$ cat config.mk
export PLATFORM = sky130hd
export DESIGN_NAME = pipeline_issue_ctrl
export DESIGN_NICKNAME = d
export VERILOG_FILES = /design/src/rtl/pipeline_issue_ctrl.sv
export SDC_FILE = /design/constraint.sdc
export NUM_CORES = 1
export LEC_CHECK = 0
export CAP_MARGIN = 20
export CORE_UTILIZATION = 46
export CTS_CLUSTER_DIAMETER = 150
export DETAILED_ROUTE_END_ITERATION = 10
export PLACE_DENSITY = 0.85
export RECOVER_POWER = 25
export SETUP_SLACK_MARGIN = 0.3
export SLEW_MARGIN = 20
export SYNTH_ARGS = -nofsm -noshare
export SYNTH_HDL_FRONTEND = slang
export SYNTH_SLANG_ARGS = --single-unit
export TNS_END_PERCENT = 100
$ cat constraint.sdc
create_clock -name Clk -period 2.5 [get_ports Clk]
set_input_delay 0.25 -clock Clk [delete_from_list [all_inputs] [get_ports Clk]]
set_output_delay 0.25 -clock Clk [all_outputs]
set_load 0.01 [all_outputs]
$ cat src/rtl/pipeline_issue_ctrl.sv
// In-order issue controller: one-entry pending register, RAW hazard detection
// against the last HAZ_DEPTH issue slots, bubble insertion and perf counters.
module pipeline_issue_ctrl #(
  parameter int unsigned HAZ_DEPTH = 2,
  parameter int unsigned CNT_W     = 16
) (
  input  logic             Clk,
  input  logic             Reset_n,
  input  logic [31:0]      InstrIn,
  input  logic             InstrValid,
  output logic             InstrReady,
  input  logic             Flush,
  output logic [31:0]      IssueInstr,
  output logic             IssueValid,
  output logic [CNT_W-1:0] IssueCount,
  output logic [CNT_W-1:0] StallCount
);

  localparam int unsigned INSTR_W = 32;
  localparam int unsigned OP_W    = 6;
  localparam int unsigned REG_W   = 5;
  localparam logic [OP_W-1:0] OP_NOT = 6'b010001;

  logic                               pend_v;
  logic [INSTR_W-1:0]                 pend_i;
  logic [HAZ_DEPTH-1:0]               hist_wv;
  logic [HAZ_DEPTH-1:0][REG_W-1:0]    hist_wd;

  logic [OP_W-1:0]  pend_op_c;
  logic [REG_W-1:0] pend_rd_c;
  logic [REG_W-1:0] pend_rs_c;
  logic [REG_W-1:0] pend_rt_c;
  logic             op_valid_c;
  logic             reads_rt_c;
  logic             hazard_c;
  logic             issue_c;
  logic             accept_c;
  logic             push_wv_c;
  logic             stall_c;

  // Field decode of the pending word; invalid opcodes read and write nothing.
  always_comb begin
    pend_op_c  = pend_i[31:26];
    pend_rd_c  = pend_i[25:21];
    pend_rs_c  = pend_i[20:16];
    pend_rt_c  = pend_i[15:11];
    op_valid_c = (pend_op_c[5:4] == 2'b01);
    reads_rt_c = op_valid_c && !pend_op_c[3] && (pend_op_c != OP_NOT);
  end

  // RAW check of pending sources against every live history slot.
  always_comb begin
    hazard_c = 1'b0;
    for (int unsigned i = 0; i < HAZ_DEPTH; i++) begin
      if (hist_wv[i] && ((hist_wd[i] == pend_rs_c) ||
                         (reads_rt_c && (hist_wd[i] == pend_rt_c)))) begin
        hazard_c = 1'b1;
      end
    end
    hazard_c = hazard_c && pend_v && op_valid_c;
  end

  always_comb begin
    issue_c    = pend_v && !hazard_c && !Flush;
    InstrReady = !Flush && (!pend_v || issue_c);
    accept_c   = InstrValid && InstrReady;
    push_wv_c  = issue_c && op_valid_c;
    stall_c    = pend_v && hazard_c && !Flush;
  end

  always_ff @(posedge Clk or negedge Reset_n) begin
    if (!Reset_n) begin
      pend_v <= 1'b0;
      pend_i <= '0;
    end else if (Flush) begin
      pend_v <= 1'b0;
    end else if (accept_c) begin
      pend_v <= 1'b1;
      pend_i <= InstrIn;
    end else if (issue_c) begin
      pend_v <= 1'b0;
    end
  end

  // Slot history: entry 0 always describes the word currently on IssueInstr.
  always_ff @(posedge Clk or negedge Reset_n) begin
    if (!Reset_n) begin
      hist_wv <= '0;
      hist_wd <= '0;
    end else if (Flush) begin
      hist_wv <= '0;
      hist_wd <= '0;
    end else begin
      hist_wv[0] <= push_wv_c;
      hist_wd[0] <= pend_rd_c;
      for (int unsigned i = 1; i < HAZ_DEPTH; i++) begin
        hist_wv[i] <= hist_wv[i-1];
        hist_wd[i] <= hist_wd[i-1];
      end
    end
  end

  always_ff @(posedge Clk or negedge Reset_n) begin
    if (!Reset_n) begin
      IssueInstr <= '0;
      IssueValid <= 1'b0;
    end else if (push_wv_c) begin
      IssueInstr <= pend_i;
      IssueValid <= 1'b1;
    end else begin
      IssueInstr <= '0;
      IssueValid <= 1'b0;
    end
  end

  // Saturating counters; they hold across Flush.
  always_ff @(posedge Clk or negedge Reset_n) begin
    if (!Reset_n) begin
      IssueCount <= '0;
      StallCount <= '0;
    end else begin
      if (push_wv_c && (IssueCount != '1)) begin
        IssueCount <= IssueCount + CNT_W'(1);
      end
      if (stall_c && (StallCount != '1)) begin
        StallCount <= StallCount + CNT_W'(1);
      end
    end
  end

endmodule

; ---- Yosys cells after proc, flatten, opt, wreduce, memory -nomap -nowiden
; Index checks and enable logic that the tools add are counted.
[totals]
mem_bits_ro = 0
reg_bits = 110
memories = 0
input_bits = 36
latchBits = 0
output_inout_bits = 66
ramBits = 0
[classes]
n_div = 0
bitwise_logic = 1
eq_ne = 8
n_reduce_logical = 26
mul = 0
shifts = 0
magnitude_cmp = 0
n_mux = 9
addsub = 2
[ops]
columns = op, n
row1 = "16-bit by 1-bit adder with 16-bit output, second input constant", 2
row2 = 32-bit two-way mux, 1
row3 = "16-bit inequality test, second input constant", 2
row4 = 5-bit equality test, 4
row5 = 1-bit logical AND, 17
row6 = 10-bit two-way mux, 1
row7 = 1-bit two-way mux, 6
row8 = "6-bit by 5-bit inequality test with 1-bit output, second input constant", 1
row9 = 1-bit zero test, 4
row10 = 1-bit logical OR, 3
row11 = 3-bit nonzero test, 1
row12 = "2-bit by 1-bit equality test with 1-bit output, second input constant", 1
row13 = 2-bit two-way mux, 1
row14 = 2-bit AND reduction, 1
row15 = 1-bit inverter, 1

; ---- Logic depth before layout (Yosys ltp)
[depth]
word_depth = 18
mapped_depth = 10

; ---- Least setup slack after synthesis
; Ideal clock, no wire load.
[synth_path]
kind = flip-flop to flip-flop
from = register pend_i[31]
to = register pend_i[0]
t_arrival_ps = 2300
setup_ps = 125
required_ps = 2375
n_path_buf = 2
slack_ps = 75
path_stages_with_launch = 9
cell_sequence = dfrtp_1 or3b_1 or4_4 o22ai_4 a22oi_4 o211a_1 buf_6 buf_12 mux2_4
[synth_between]
elab_chain_len = 17
[synth_lines]
columns = item, line
row1 = from (decl), 25  ; logic [INSTR_W-1:0] pend_i;
row2 = from (signal assigned), 79  ; pend_i <= InstrIn;
row3 = 2-bit by 1-bit equality test with 1-bit output, 47  ; op_valid_c = (pend_op_c[5:4] == 2'b01);
row4 = 1-bit logical AND (2 in series), 48  ; reads_rt_c = op_valid_c && !pend_op_c[3] && (pend_op_c != OP_NOT);
row5 = 1-bit logical AND, 56  ; (reads_rt_c && (hist_wd[i] == pend_rt_c)))) begin
row6 = 1-bit logical OR, 55  ; if (hist_wv[i] && ((hist_wd[i] == pend_rs_c) ||
row7 = 1-bit logical AND, 55
row8 = 1-bit two-way mux (2 in series), 55
row9 = 1-bit logical AND, 60  ; hazard_c = hazard_c && pend_v && op_valid_c;
row10 = 1-bit logical AND *, 60
row11 = 1-bit zero test *, 64  ; issue_c = pend_v && !hazard_c && !Flush;
row12 = 1-bit logical AND * (2 in series), 64
row13 = 1-bit logical OR *, 65  ; InstrReady = !Flush && (!pend_v || issue_c);
row14 = 1-bit logical AND *, 65
row15 = 1-bit logical AND *, 66  ; accept_c = InstrValid && InstrReady;
row16 = 2-bit AND reduction (no source line) *, --
; Mark *: on every way between the ends. The rest lies on a longest branch, timed or not.
; A chain may end at the register's enable or synchronous reset.

; ---- Final worst setup path
[layout_path]
from = register IssueCount[7]
to = register IssueCount[1]
[layout_between]
elab_chain_len = 2
[layout_lines]
columns = item, line
row1 = from (decl), 15  ; output logic [CNT_W-1:0] IssueCount,
row2 = from (signal assigned), 123  ; IssueCount <= IssueCount + CNT_W'(1);
row3 = 16-bit inequality test, 122  ; if (push_wv_c && (IssueCount != '1)) begin
row4 = 1-bit logical AND, 122
; Every way passes these cells.

==> flow_metrics.py <==
metrics = {
    "run_status": {
        "outcome": "complete, but fails checks",
        "violations": "setup timing",
    },
    "power": {
        "p_leak_nw": 3.11,
        "vdd.ir_drop.worst_v": 0.000376,
        "intPower_mw": 2.87,
        "power_density_nw_per_um2": 563,
        "switching_share": 0.261,
        "sequentialPowerShare": 0.524,
        "design_power_total_mw": 3.88,
        "clockPowerShare": 0.316,
        "pwr-share-comb": 0.160,
        "power.switching_mw": 1.01,
    },
    "route": {
        "vias": 3250,
        "drc": 0,
        "wl_per_cell_um": 18.0,
        "vias_per_cell": 5.14,
        "first_pass_iters": 4,
        "drt-initial-drc-count": 128,
        "routed_wl_mm": 11.4,
        "antenna_left": 0,
    },
    "global_routing": {
        "grt_pass1_vias": 3241,
        "antenna_found_initial": 0,
        "gr-total-overflow": 0,
        "grt_max_degree": 73,
        "grtUsageTotal": 0.205,
        "grt_pass1_wl_mm": 16.2,
    },
    "sta": {
        "setup_viol": 59,
        "rsz0062_at_grt": "yes",
        "finalHoldViolCount": 0,
        "worstMarginPinSlew_ps": 984,
        "timing.slew.headroom": 0.344,
        "slew_viol_final": 0,
        "finClkSkew_ps": 15.3,
        "setup_ws_ps": -89.0,
        "fin_hold_ws_ps": 468,
        "fmax_mhz": 386,
        "post-route-period-util": 1.04,
        "period_minus_slack_ps": 2590,
    },
    "clocking": {
        "clkLatencyLatePin_ps": 380,
        "cts-root-buf": "clkbuf_8",
        "cts_htree_levels": 3,
        "cts_buffers": 9,
        "clk_pin_slew_ps": 110,
        "cts_tree": "yes",
        "cts.sinks": 110,
        "clock_path_buffers": 2,
    },
    "critical_path": {
        "cp_max_fo": 6,
        "worstSetupEndpointType": "register",
        "critPathKind": "register to register",
        "crit_path_start_kind": "register",
        "cp-startpoint": "IssueCount[7]",
        "regToRegStartpoint": "IssueCount[7]",
        "cp.required_ps": 2780,
        "worstPathArrival_ps": 2870,
    },
    "synth": {
        "synth_edf_count": 0,
        "synth_area_um2": 4650,
        "yosys_warnings": 0,
        "syn_nets": 386,
        "synth_seq_cells": 110,
        "ys_seq_area_frac": 0.592,
        "syn_avg_cell_area_um2": 13.4,
        "synth_top_flop_cell": "dfrtp_1",
        "yosys.cell_types.count": 39,
        "async_flop_share": 1.00,
        "synth_cells": 348,
    },
    "final_layout": {
        "final_core_util": 0.705,
        "final_layout_size_suffix_gt1_frac": 0.349,
        "final_cell_mix": "dfrtp_1, clkdlybuf4s50_1, mux2_4",
        "areaGrowthSynthToFinish_pct": 48.2,
        "diodes": 0,
        "final_net_count": 532,
        "register_area_um2": 2750,
        "final_common_cell": "dfrtp_1",
        "stdcell_count": 632,
        "fill_cells": 654,
        "multi_input_area_um2": 2220,
    },
    "floorplanning": {
        "fp.dieW_um": 103,
        "start_util": 0.476,
        "die_h_um": 103,
        "rows": 36,
        "fp.dieArea_um2": 10500,
        "io_pins": 102,
        "coreArea_um2": 9770,
    },
    "place": {
        "port-buffer-count": 101,
        "detailed_place_hpwl_mm": 6.59,
        "gp_congestion": 0.824,
        "placed_cells": 587,
    },
    "hold_path": {
        "worstHoldStart": "InstrIn[22]",
        "hold_path.class": "input pin to register",
    },
    "run": {
        "maxCapViolCount": 0,
    },
}
sequential cells by signal, indices dropped and copies added, names as in the netlist:
register    count
IssueCount     16
IssueInstr     32
hist_wd        10
hist_wv         2
IssueValid      1
StallCount     16
pend_v          1
pend_i         32
power groups by stage:
stage	Combinational [mW]	Sequential [mW]	Clock, mW
after CTS	0.547	2.02	1.23
after floorplan	0.282	2.04	0
after global routing	0.664	2.05	1.31
final	0.620	2.03	1.23
after detailed placement	0.513	2.05	0
after global placement	0.497	2.05	0
final cells by class:
cell class | count | area share
clock inverters | 7 | 0.0152
flip-flops and latches | 110 | 0.399
clock buffers | 9 | 0.0180
inverters | 5 | 0.00272
repair buffers | 145 | 0.219
multi-input cells | 223 | 0.322
well taps | 133 | 0.0241
per-layer routing:
layer,vias to the layer above,track usage,share of wire
met5,-,0,0
li1,1481,-,-
met2,117,0.320,0.50
met3,27,0.0481,0.050
met1,1625,0.277,0.42
met4,0,0.0857,0.029
cell families (layout without fill, tap and decap cells):
family                     count (synthesis)  in the layout  synth area share
AOI/OAI and AO/OA                         11             11            0.0253
other                                      1              1          0.000806
and+or+nand+nor                          124            125             0.149
adders and majority gates                  2              2           0.00538
xor gates and xnor gates                  47             47            0.0885
DFF                                      110            110             0.592
muxes                                     37             37             0.113
buffers and inverters                     16            166            0.0266
worst max-delay path, stage by stage, from the launching register on:
cell	delay [ps]
dfrtp_1	530
and3_1	270
nand2_1	130
nor3_1	550
nand2_1	520
nand2_8	180
mux2_4	300
cells in the mapped netlist (2+ instances only):
library cell,number,area (um^2)
o21ai_0,2,10.0
nand4_1,7,43.8
and2_1,30,188
mux2_4,29,435
and3_1,4,25.0
nand2b_1,2,12.5
xnor2_1,32,280
nor2b_1,11,68.8
dfrtp_1,110,2750
nand2_1,15,56.3
nor2_1,11,41.3
mux2_2,8,90.1
xor2_1,15,131
a221oi_1,2,17.5
nor4_1,4,25.0
nand3_1,22,110
inv_1,5,18.8
nor3_1,9,45.0
buf_12,3,60.1
clkbuf_1,6,22.5
ha_1,2,25.0
buf_6,2,22.5
final timing paths:
check	endpoint	slack, ps	depth (start not counted)
setup / recovery	IssueCount[1]	-90	6
hold / removal	pend_i[22]	470	2
setup reg to reg	IssueCount[1]	-90	6
hold reg to reg	StallCount[4]	500	1
max in group asynchronous	IssueInstr[15]	350	3
min in group asynchronous	IssueCount[8]	540	2
repair_timing:
action	in CTS	in global routing
gates cloned	4	4
endpoints found under the hold margin	38	0
pin swaps	12	30
hold buffers	1	0
buffers inserted	12	8
resized for setup	43	72
endpoints found under the setup margin	87	97
metrics by stage:
stage / area [um^2] / setup WS, ps / setup TNS [ps]
after CTS: 6450 / -24.2 / -376
after global placement: 5930 / 50.5 / 0
after detailed placement: 5930 / 23.5 / 0
final: 6900 / -89.0 / -2040
after global routing: 6900 / -170 / -10220
after floorplan: 4710 / 75.2 / 0
(Power assumes the default switching activity.)
